$ cat src/rtl/lsu_pkg.sv
// Shared constants and types for the load/store unit: opcodes, funct3 sizes,
// FSM states and fault codes.
package lsu_pkg;

    localparam logic [6:0] OPC_LOAD  = 7'b0000011;
    localparam logic [6:0] OPC_STORE = 7'b0100011;

    localparam logic [2:0] F3_B  = 3'b000;
    localparam logic [2:0] F3_H  = 3'b001;
    localparam logic [2:0] F3_W  = 3'b010;
    localparam logic [2:0] F3_BU = 3'b100;
    localparam logic [2:0] F3_HU = 3'b101;

    localparam logic [1:0] FLT_NONE = 2'b00;
    localparam logic [1:0] FLT_MIS  = 2'b01;
    localparam logic [1:0] FLT_ILL  = 2'b10;
    localparam logic [1:0] FLT_TMO  = 2'b11;

    typedef enum logic [1:0] {
        IDLE   = 2'd0,
        ACCESS = 2'd1,
        DONE   = 2'd2
    } state_e;

endpackage

$ cat src/rtl/lsu_align.sv
// Byte-lane steering for RV32I loads/stores: store strobes and replicated
// write data, load extraction/extension, and size/alignment checks.
module lsu_align
    import lsu_pkg::*;
(
    input  logic [2:0]  funct3,
    input  logic [1:0]  off,
    input  logic [31:0] store_data,
    input  logic [31:0] rdata,
    output logic [3:0]  wstrb,
    output logic [31:0] wdata,
    output logic [31:0] load_ext,
    output logic        misaligned,
    output logic        illegal_size
);

    logic [31:0] shifted;

    always_comb begin
        shifted      = rdata >> {off, 3'b000};
        wstrb        = 4'b0000;
        wdata        = 32'h0;
        load_ext     = 32'h0;
        misaligned   = 1'b0;
        illegal_size = 1'b0;
        unique case (funct3)
            F3_B: begin
                wstrb    = 4'b0001 << off;
                wdata    = {4{store_data[7:0]}};
                load_ext = {{24{shifted[7]}}, shifted[7:0]};
            end
            F3_BU: begin
                wstrb    = 4'b0001 << off;
                wdata    = {4{store_data[7:0]}};
                load_ext = {24'h0, shifted[7:0]};
            end
            F3_H: begin
                wstrb      = 4'b0011 << off;
                wdata      = {2{store_data[15:0]}};
                load_ext   = {{16{shifted[15]}}, shifted[15:0]};
                misaligned = off[0];
            end
            F3_HU: begin
                wstrb      = 4'b0011 << off;
                wdata      = {2{store_data[15:0]}};
                load_ext   = {16'h0, shifted[15:0]};
                misaligned = off[0];
            end
            F3_W: begin
                wstrb      = 4'b1111;
                wdata      = store_data;
                load_ext   = shifted;
                misaligned = (off != 2'b00);
            end
            default: illegal_size = 1'b1;
        endcase
    end

endmodule

$ cat src/rtl/lsu_mem_ctrl.sv
// Load/store unit memory controller: accepts one request at a time, checks it,
// runs a req/ack transaction with timeout and returns the extended result.
module lsu_mem_ctrl
    import lsu_pkg::*;
#(
    parameter int unsigned TIMEOUT_CYCLES = 255,
    parameter int unsigned CNT_W          = 16
) (
    input  logic        clk,
    input  logic        rst_n,
    input  logic        in_valid,
    output logic        in_ready,
    input  logic [6:0]  opcode_reg,
    input  logic [2:0]  funct3,
    input  logic [31:0] addr,
    input  logic [31:0] store_data,
    output logic        done,
    output logic [31:0] load_data,
    output logic        fault,
    output logic [1:0]  fault_code,
    output logic        mem_req,
    output logic        mem_we,
    output logic [31:0] mem_addr,
    output logic [3:0]  mem_wstrb,
    output logic [31:0] mem_wdata,
    input  logic [31:0] mem_rdata,
    input  logic        mem_ack
);

    localparam logic [CNT_W-1:0] TMO_LAST = CNT_W'(TIMEOUT_CYCLES - 1);

    state_e            state_q, state_d;
    logic [CNT_W-1:0]  cnt_q, cnt_d;
    logic [2:0]        f3_q, f3_d;
    logic [1:0]        off_q, off_d;
    logic              we_q, we_d;
    logic [31:0]       addr_q, addr_d;
    logic [3:0]        wstrb_q, wstrb_d;
    logic [31:0]       wdata_q, wdata_d;
    logic [31:0]       load_data_q, load_data_d;
    logic              fault_q, fault_d;
    logic [1:0]        fault_code_q, fault_code_d;

    logic [2:0]        al_f3;
    logic [1:0]        al_off;
    logic [3:0]        al_wstrb;
    logic [31:0]       al_wdata;
    logic [31:0]       al_load_ext;
    logic              al_mis;
    logic              al_ill_size;
    logic              is_load;
    logic              is_store;
    logic              illegal;

    // One aligner serves both phases: incoming request fields while idle,
    // the latched size/offset while waiting for read data.
    assign al_f3  = (state_q == IDLE) ? funct3     : f3_q;
    assign al_off = (state_q == IDLE) ? addr[1:0]  : off_q;

    lsu_align u_align (
        .funct3       (al_f3),
        .off          (al_off),
        .store_data   (store_data),
        .rdata        (mem_rdata),
        .wstrb        (al_wstrb),
        .wdata        (al_wdata),
        .load_ext     (al_load_ext),
        .misaligned   (al_mis),
        .illegal_size (al_ill_size)
    );

    assign is_load  = (opcode_reg == OPC_LOAD);
    assign is_store = (opcode_reg == OPC_STORE);
    assign illegal  = !(is_load || is_store) || al_ill_size ||
                      (is_store && (funct3 >= 3'b011));

    always_comb begin
        state_d      = state_q;
        cnt_d        = cnt_q;
        f3_d         = f3_q;
        off_d        = off_q;
        we_d         = we_q;
        addr_d       = addr_q;
        wstrb_d      = wstrb_q;
        wdata_d      = wdata_q;
        load_data_d  = load_data_q;
        fault_d      = fault_q;
        fault_code_d = fault_code_q;
        unique case (state_q)
            IDLE: begin
                if (in_valid) begin
                    f3_d  = funct3;
                    off_d = addr[1:0];
                    cnt_d = '0;
                    if (illegal || al_mis) begin
                        state_d      = DONE;
                        fault_d      = 1'b1;
                        fault_code_d = illegal ? FLT_ILL : FLT_MIS;
                        load_data_d  = 32'h0;
                    end else begin
                        state_d = ACCESS;
                        we_d    = is_store;
                        addr_d  = {addr[31:2], 2'b00};
                        wstrb_d = is_store ? al_wstrb : 4'b0000;
                        wdata_d = is_store ? al_wdata : 32'h0;
                    end
                end
            end
            ACCESS: begin
                // Ack is checked first so it wins over a coincident timeout.
                if (mem_ack) begin
                    state_d      = DONE;
                    fault_d      = 1'b0;
                    fault_code_d = FLT_NONE;
                    load_data_d  = we_q ? 32'h0 : al_load_ext;
                end else if (cnt_q == TMO_LAST) begin
                    state_d      = DONE;
                    fault_d      = 1'b1;
                    fault_code_d = FLT_TMO;
                    load_data_d  = 32'h0;
                end else begin
                    cnt_d = cnt_q + 1'b1;
                end
                if (mem_ack || (cnt_q == TMO_LAST)) begin
                    we_d    = 1'b0;
                    wstrb_d = 4'b0000;
                    wdata_d = 32'h0;
                end
            end
            DONE:    state_d = IDLE;
            default: state_d = IDLE;
        endcase
    end

    always_ff @(posedge clk) begin
        if (!rst_n) begin
            state_q      <= IDLE;
            cnt_q        <= '0;
            f3_q         <= 3'b000;
            off_q        <= 2'b00;
            we_q         <= 1'b0;
            addr_q       <= 32'h0;
            wstrb_q      <= 4'b0000;
            wdata_q      <= 32'h0;
            load_data_q  <= 32'h0;
            fault_q      <= 1'b0;
            fault_code_q <= FLT_NONE;
        end else begin
            state_q      <= state_d;
            cnt_q        <= cnt_d;
            f3_q         <= f3_d;
            off_q        <= off_d;
            we_q         <= we_d;
            addr_q       <= addr_d;
            wstrb_q      <= wstrb_d;
            wdata_q      <= wdata_d;
            load_data_q  <= load_data_d;
            fault_q      <= fault_d;
            fault_code_q <= fault_code_d;
        end
    end

    assign in_ready   = (state_q == IDLE);
    assign mem_req    = (state_q == ACCESS);
    assign done       = (state_q == DONE);
    assign load_data  = load_data_q;
    assign fault      = fault_q;
    assign fault_code = fault_code_q;
    assign mem_we     = we_q;
    assign mem_addr   = addr_q;
    assign mem_wstrb  = wstrb_q;
    assign mem_wdata  = wdata_q;

endmodule

$ cat config.mk
export PLATFORM = sky130hd
export DESIGN_NAME = lsu_mem_ctrl
export DESIGN_NICKNAME = d
export VERILOG_FILES = /design/src/rtl/lsu_pkg.sv /design/src/rtl/lsu_align.sv /design/src/rtl/lsu_mem_ctrl.sv
export SDC_FILE = /design/constraint.sdc
export NUM_CORES = 1
export LEC_CHECK = 0
export CELL_PAD_IN_SITES_DETAIL_PLACEMENT = 0
export CELL_PAD_IN_SITES_GLOBAL_PLACEMENT = 1
export CORE_UTILIZATION = 30
export DETAILED_ROUTE_END_ITERATION = 16
export GPL_ROUTABILITY_DRIVEN = 0
export GPL_TIMING_DRIVEN = 0
export PLACE_DENSITY_LB_ADDON = 0.1
export SLEW_MARGIN = 5
export SYNTH_ARGS = -nofsm -noshare
export SYNTH_HDL_FRONTEND = slang
export SYNTH_SLANG_ARGS = --single-unit
$ cat constraint.sdc
create_clock -name clk -period 4.2 [get_ports clk]
set_clock_uncertainty 0.15 [all_clocks]
set_input_delay 0.84 -clock clk [delete_from_list [all_inputs] [get_ports clk]]
set_output_delay 0.84 -clock clk [all_outputs]
set_load 0.05 [all_outputs]
* Word level (Yosys, flattened, before mapping)
Index checks and enable logic that the tools add are counted.
Operators by class: $lt $le $gt $ge 1, multiplexer cells 47, reductions and logical operators 20, shift-type cells 3, equal/unequal tests 16, $add $sub $neg 1, bitwise logic cells 1
Operators with widths (count):
- $mux 32 | 9
- $pmux 32 s5 | 1
- $pmux 32 s2 | 2
- $pmux 32 s3 | 1
- $mux 16 | 3
- $pmux 16 s2 | 1
- $shr 32x5->32 | 1
- $mux 2 | 10
- $add 16x1->16 const B | 1
- $eq 16x8->1 const B | 1
- $mux 4 | 4
- $pmux 4 s3 | 1
- $reduce_and 4->1 | 3
- $mux 1 | 8
- $ne 2x2->1 const B | 4
- $pmux 2 s2 | 2
- $pmux 4 s2 | 1
- $eq 7x2->1 const B | 1
- $eq 7x6->1 const B | 1
- $eq 3x3->1 const B | 2
- $pmux 1 s2 | 3
- $logic_or 1x1->1 | 5
- $reduce_or 5->1 | 1
- $ne 2x1->1 const B | 2
- 18 further kinds | 21
Word-level totals: logic and storage cells 100, bits of input ports 110, output and inout bits 107, register bits after elaboration 125

* Longest topological paths before layout
word-level depth 11, depth in mapped cells 10, mapped depth without buffers 8

* Cells and area by module
From an unflattened synthesis, not the netlist that was laid out.
Unflattened totals: cell total of the unflattened synthesis 651, area, all modules 5874.4 µm²
Modules (own cells, without submodules):
- lsu_mem_ctrl | area an instance 4496.8 µm², sequential area each 2502.4 µm², instances 1, cells each 450
- lsu_align | area an instance 1377.6 µm², sequential area each 0.0 µm², instances 1, cells each 201

* Worst setup path before layout
Ideal clock, no wire load.
path type in2reg, from input port opcode_reg[4], to register wdata_q[24] (netlist: mem_wdata[24]), library setup time 72 ps, setup slack 1545 ps, data arrival time 2433 ps, path buffers 2, data required time 3978 ps, cell stages on the path 8, path through nor4_1 > nand3_1 > a211oi_1 > nand2_1 > o31ai_1 > buf_4 > buf_4 > mux2i_1
On the way: longest elaborated chain between the ends 8, elaborated cells between the ends (all ways) 14, those cells by class eq/ne (3); mux (4); reduce/logical (7)
Ends and longest elaborated chain:
- from (decl) | line lsu_mem_ctrl.sv:13 | input logic [6:0] opcode_reg,
- $eq 7x2->1 or $eq 7x6->1 (tied branches) | line lsu_mem_ctrl.sv:72, lsu_mem_ctrl.sv:73
- $logic_or 1x1->1 | line lsu_mem_ctrl.sv:74 | assign illegal = !(is_load || is_store) || al_ill_size ||
- $logic_not 1->1 | line lsu_mem_ctrl.sv:74
- $logic_or 1x1->1 (2 in series) | line lsu_mem_ctrl.sv:74
- $logic_or 1x1->1 | line lsu_mem_ctrl.sv:95 | if (illegal || al_mis) begin
- $ne 2x2->1 (no source line)
- $reduce_and 4->1 (no source line)
- to (signal assigned) | line lsu_mem_ctrl.sv:156 | wdata_q <= wdata_d;
- to (decl) | line lsu_mem_ctrl.sv:39 | logic [31:0] wdata_q, wdata_d;
Several ways; a longest one is shown, not always the timed one. The select of a mux whose other input is x is not followed. A chain may end at the register's enable or synchronous reset.

* Worst setup path in the final report
from input port opcode_reg[4], to register load_data_q[31] (netlist: load_data[31])
On the way: longest elaborated chain between the ends 8, elaborated cells between the ends (all ways) 10, those cells by class eq/ne (3); reduce/logical (7)
Ends and longest elaborated chain:
- $eq 7x2->1 or $eq 7x6->1 (tied branches) | line lsu_mem_ctrl.sv:72, lsu_mem_ctrl.sv:73
- $logic_or 1x1->1 | line lsu_mem_ctrl.sv:74
- $logic_not 1->1 | line lsu_mem_ctrl.sv:74
- $logic_or 1x1->1 | line lsu_mem_ctrl.sv:74
- $logic_or 1x1->1 * | line lsu_mem_ctrl.sv:74
- $logic_or 1x1->1 * | line lsu_mem_ctrl.sv:95
- $ne 2x1->1 (no source line) *
- $reduce_and 4->1 (no source line) *
- to (signal assigned) | line lsu_mem_ctrl.sv:157 | load_data_q <= load_data_d;
- to (decl) | line lsu_mem_ctrl.sv:40 | logic [31:0] load_data_q, load_data_d;
Every way passes the cells marked *; elsewhere a longest branch is shown, timed or not.

==> results_dict.tcl <==
set metrics [dict create \
    outcome "finished, final reports clean" \
    grt_antenna_before_repair 0 \
    power.share.clock 0.490 \
    power.switching_uw 741.4 \
    core_um2 18890 \
    dr.pass1.iters 5 \
    drcViolationCount 0 \
    end_kind "flip-flop" \
    drv_slew 0 \
    grt_start_max_net_pins 17 \
    max_freq_mhz 318.1 \
    syn_inst 640 \
    synth_edf_count 0 \
    synth_xor_area_frac 0.01496 \
    post_cts_buffers 0 \
    postCtsHoldBufs 0 \
    root_buffer "clkbuf_16" \
    setup_violations 0 \
    relSlewSlack 0.5555 \
    synth_top_family_by_area "simple AND/OR/NAND/NOR gates" \
    synth_fa_ha_area_frac 0.004275 \
    p_leak_uw 0.003425 \
    io_pins 217 \
    fp.dieH_um 141.7 \
    holdPathEnd "mem_wdata[16]$_SDFFE_PN0P_" \
    combPwrFrac 0.116 \
    powerDensity_nw_per_um2 341.4 \
    rr_startpoint "state_q[0]$_SDFFE_PN0P_" \
    fin_crit_sh 0.7485 \
    hold_start "mem_wdata[16]$_SDFFE_PN0P_" \
    crit_type "in -> reg" \
    finish.instance_area_um2 8912 \
    drv_cap 0 \
    routed_via_density 4.854 \
    crit_required_ns 4.40 \
    min_path_cells 2 \
    clock_tree.htree_level_count 4 \
    synth_area_leader_cell "dfxtp_1" \
    wire_per_inst_um 16.88 \
    synthTopCellsByCount "dfxtp_1, nand2_1, mux2i_1, nor2_1, clkbuf_1" \
    drive_gt1_frac 0.07901 \
    switching_share 0.2437 \
    period_needed_ns 3.144 \
    die_width_um 141.7 \
    worstReg2RegEnd "load_data[29]$_SDFFE_PN0P_" \
    yosysMostFrequentCell "dfxtp_1" \
    track_usage 0.1925 \
    hold_violations 0 \
    place_area_um2 8314 \
    ys_async_sr_fraction 0 \
    start_util 0.3098 \
    insertion_delay_ns 0.41 \
    synth_area_per_cell_um2 9.145 \
    tns_ns 0 \
    ys_seq_area_frac 0.4275 \
    hold_class "reg -> reg" \
    port_buffers 213 \
    ys_warn_count 0 \
    nets 985 \
    synth_area_leaders "dfxtp_1, mux2i_1, nand2_1, nor2_1, a221o_1" \
    p_int_uw 2301 \
    vias 5563 \
    synth_flop_cell "dfxtp_1" \
    overflow 0 \
    synth-seq-cells 125 \
    irDropWorstVdd_mv 0.2562 \
    postRouteAntennaNets 0 \
    r2r_cells 8 \
    rows 50 \
    synth_area_um2 5853 \
    cts_buffer_depth 2 \
    cts-buffers-inserted 17 \
    dp_hpwl_mm 14.82 \
    grt_pass1_vias 5702 \
    synth_compound_area_frac 0.1573 \
    grt_pass1_wl_mm 29.81 \
    worstPathArrival_ns 3.34 \
    path_max_fanout 10 \
    synthToLayoutAreaGrowth_pct 52.27 \
    die_area_um2 20070 \
    cts_num_sinks 125 \
    first_iter_violations 201 \
    totalWireLength_mm 19.35 \
    netlist-cell-type-count 56 \
    r2r_slack_ns 1.33 \
    antenna_cells 0 \
    yosys.area_share.simple 0.1772 \
    yosysTopAreaCellShare 0.4275 \
    cts_resized 0 \
    layoutNonFillerInstCount 1146 \
    tightest_slew_ns 0.6668 \
    dp_cells 1114 \
    critPathLaunchType "input port" \
    cts_tree "built" \
    clk_pin_slew_ns 0.06 \
    muxShareOfSynthArea 0.1770 \
    pwr-share-seq 0.394 \
    rsz0062_at_grt "no" \
]
## how the worst max path moves through the flow
stage | startpoint | end | slack, ns | cells past startpoint
floorplan | opcode_reg[4] | mem_wdata[24]$_SDFFE_PN0P_ | 1.55 | 8
global placement | opcode_reg[4] | load_data[31]$_SDFFE_PN0P_ | 0.68 | 8
detailed placement | opcode_reg[4] | load_data[0]$_SDFFE_PN0P_ | 0.66 | 8
CTS | opcode_reg[4] | load_data[31]$_SDFFE_PN0P_ | 1.07 | 8
global route | opcode_reg[4] | load_data[5]$_SDFFE_PN0P_ | 0.83 | 8
finish | opcode_reg[4] | load_data[31]$_SDFFE_PN0P_ | 1.06 | 8
## registers in the layout (all words and copies together), names as in the netlist
signal	count
mem_we	1
f3_q	3
mem_wstrb	4
load_data	32
state_q	2
cnt_q	16
off_q	2
mem_addr	30
fault	1
fault_code	2
mem_wdata	32
## cells in the final DEF (no fill, tap or decap), drive strengths merged, types with 5 or more instances in the layout
master / Yosys / layout
nor2b: 7 / 7
a21oi: 14 / 14
nor4: 5 / 5
o21ai: 20 / 20
nor2: 63 / 63
a211oi: 5 / 5
a31oi: 8 / 8
dfxtp: 125 / 125
clkinv: 1 / 5
and3: 5 / 5
nand2: 114 / 114
nor3: 8 / 8
clkbuf: 27 / 50
mux2: 8 / 8
o211ai: 10 / 10
clkdlybuf4s50: 0 / 213
a221o: 23 / 23
nand3: 6 / 6
buf: 19 / 19
and2: 6 / 6
a22o: 24 / 24
mux2i: 92 / 92
xnor2: 7 / 7
## layout make-up
type                            count  area [µm²]
Clock buffer                       23       488.0
Multi-Input combinational cell    465        3114
Inverter                            5       23.77
Timing Repair Buffer              213        2132
Fill cell                        1834        9981
Buffer                             46       216.5
Tap cell                          260       325.3
Clock inverter                      9       110.1
Sequential cell                   125        2502
## worst max-delay path: stages
cell             delay [ns]
clkdlybuf4s50_1        0.40
nor4_1                 0.26
nand3_1                0.23
a211oi_1               0.46
a211oi_2               0.21
nor3_2                 0.40
buf_2                  0.35
a221o_1                0.19
## metal layers
metal / wire length (µm) / share of wire / GRT usage
met1: 8782 / 0.45 / 0.2389
met2: 9057 / 0.47 / 0.3148
met3: 1266 / 0.065 / 0.06547
met4: 243 / 0.013 / 0.05659
met5: 0 / 0 / 0
## per-stage QoR
step	setup slack [ns]	power, µW	utilization	hold WS, ns
6_report	1.056	3042	0.4717	0.3105
3_5_place_dp	0.6565	1576	0.4401	0.2977
4_1_cts	1.067	3082	0.4717	0.3106
2_1_floorplan	1.545	1398	-	0.3139
3_3_place_gp	0.6846	1574	0.4401	0.2944
5_1_grt	0.8344	3169	0.4717	0.3325
## power by group through the flow
stage,Sequential [µW],Clock (µW),Combinational (µW)
finish,1200,1490,353
detailed placement,1220,0,353
floorplan,1230,0,166
CTS,1200,1530,354
global placement,1220,0,351
global route,1200,1590,381
## logic make-up (layout without fill, tap and decap cells)
kind of cell | after synthesis | count (layout)
multiplexers | 100 | 100
adder cells (fa/ha/maj) | 2 | 2
flip-flops | 125 | 125
AND/OR/NAND/NOR | 234 | 234
AO/OA/AOI/OAI | 117 | 117
buffers and inverters | 51 | 296
XOR/XNOR | 10 | 10
other | 1 | 2
Power figures use the tool's default switching activity.
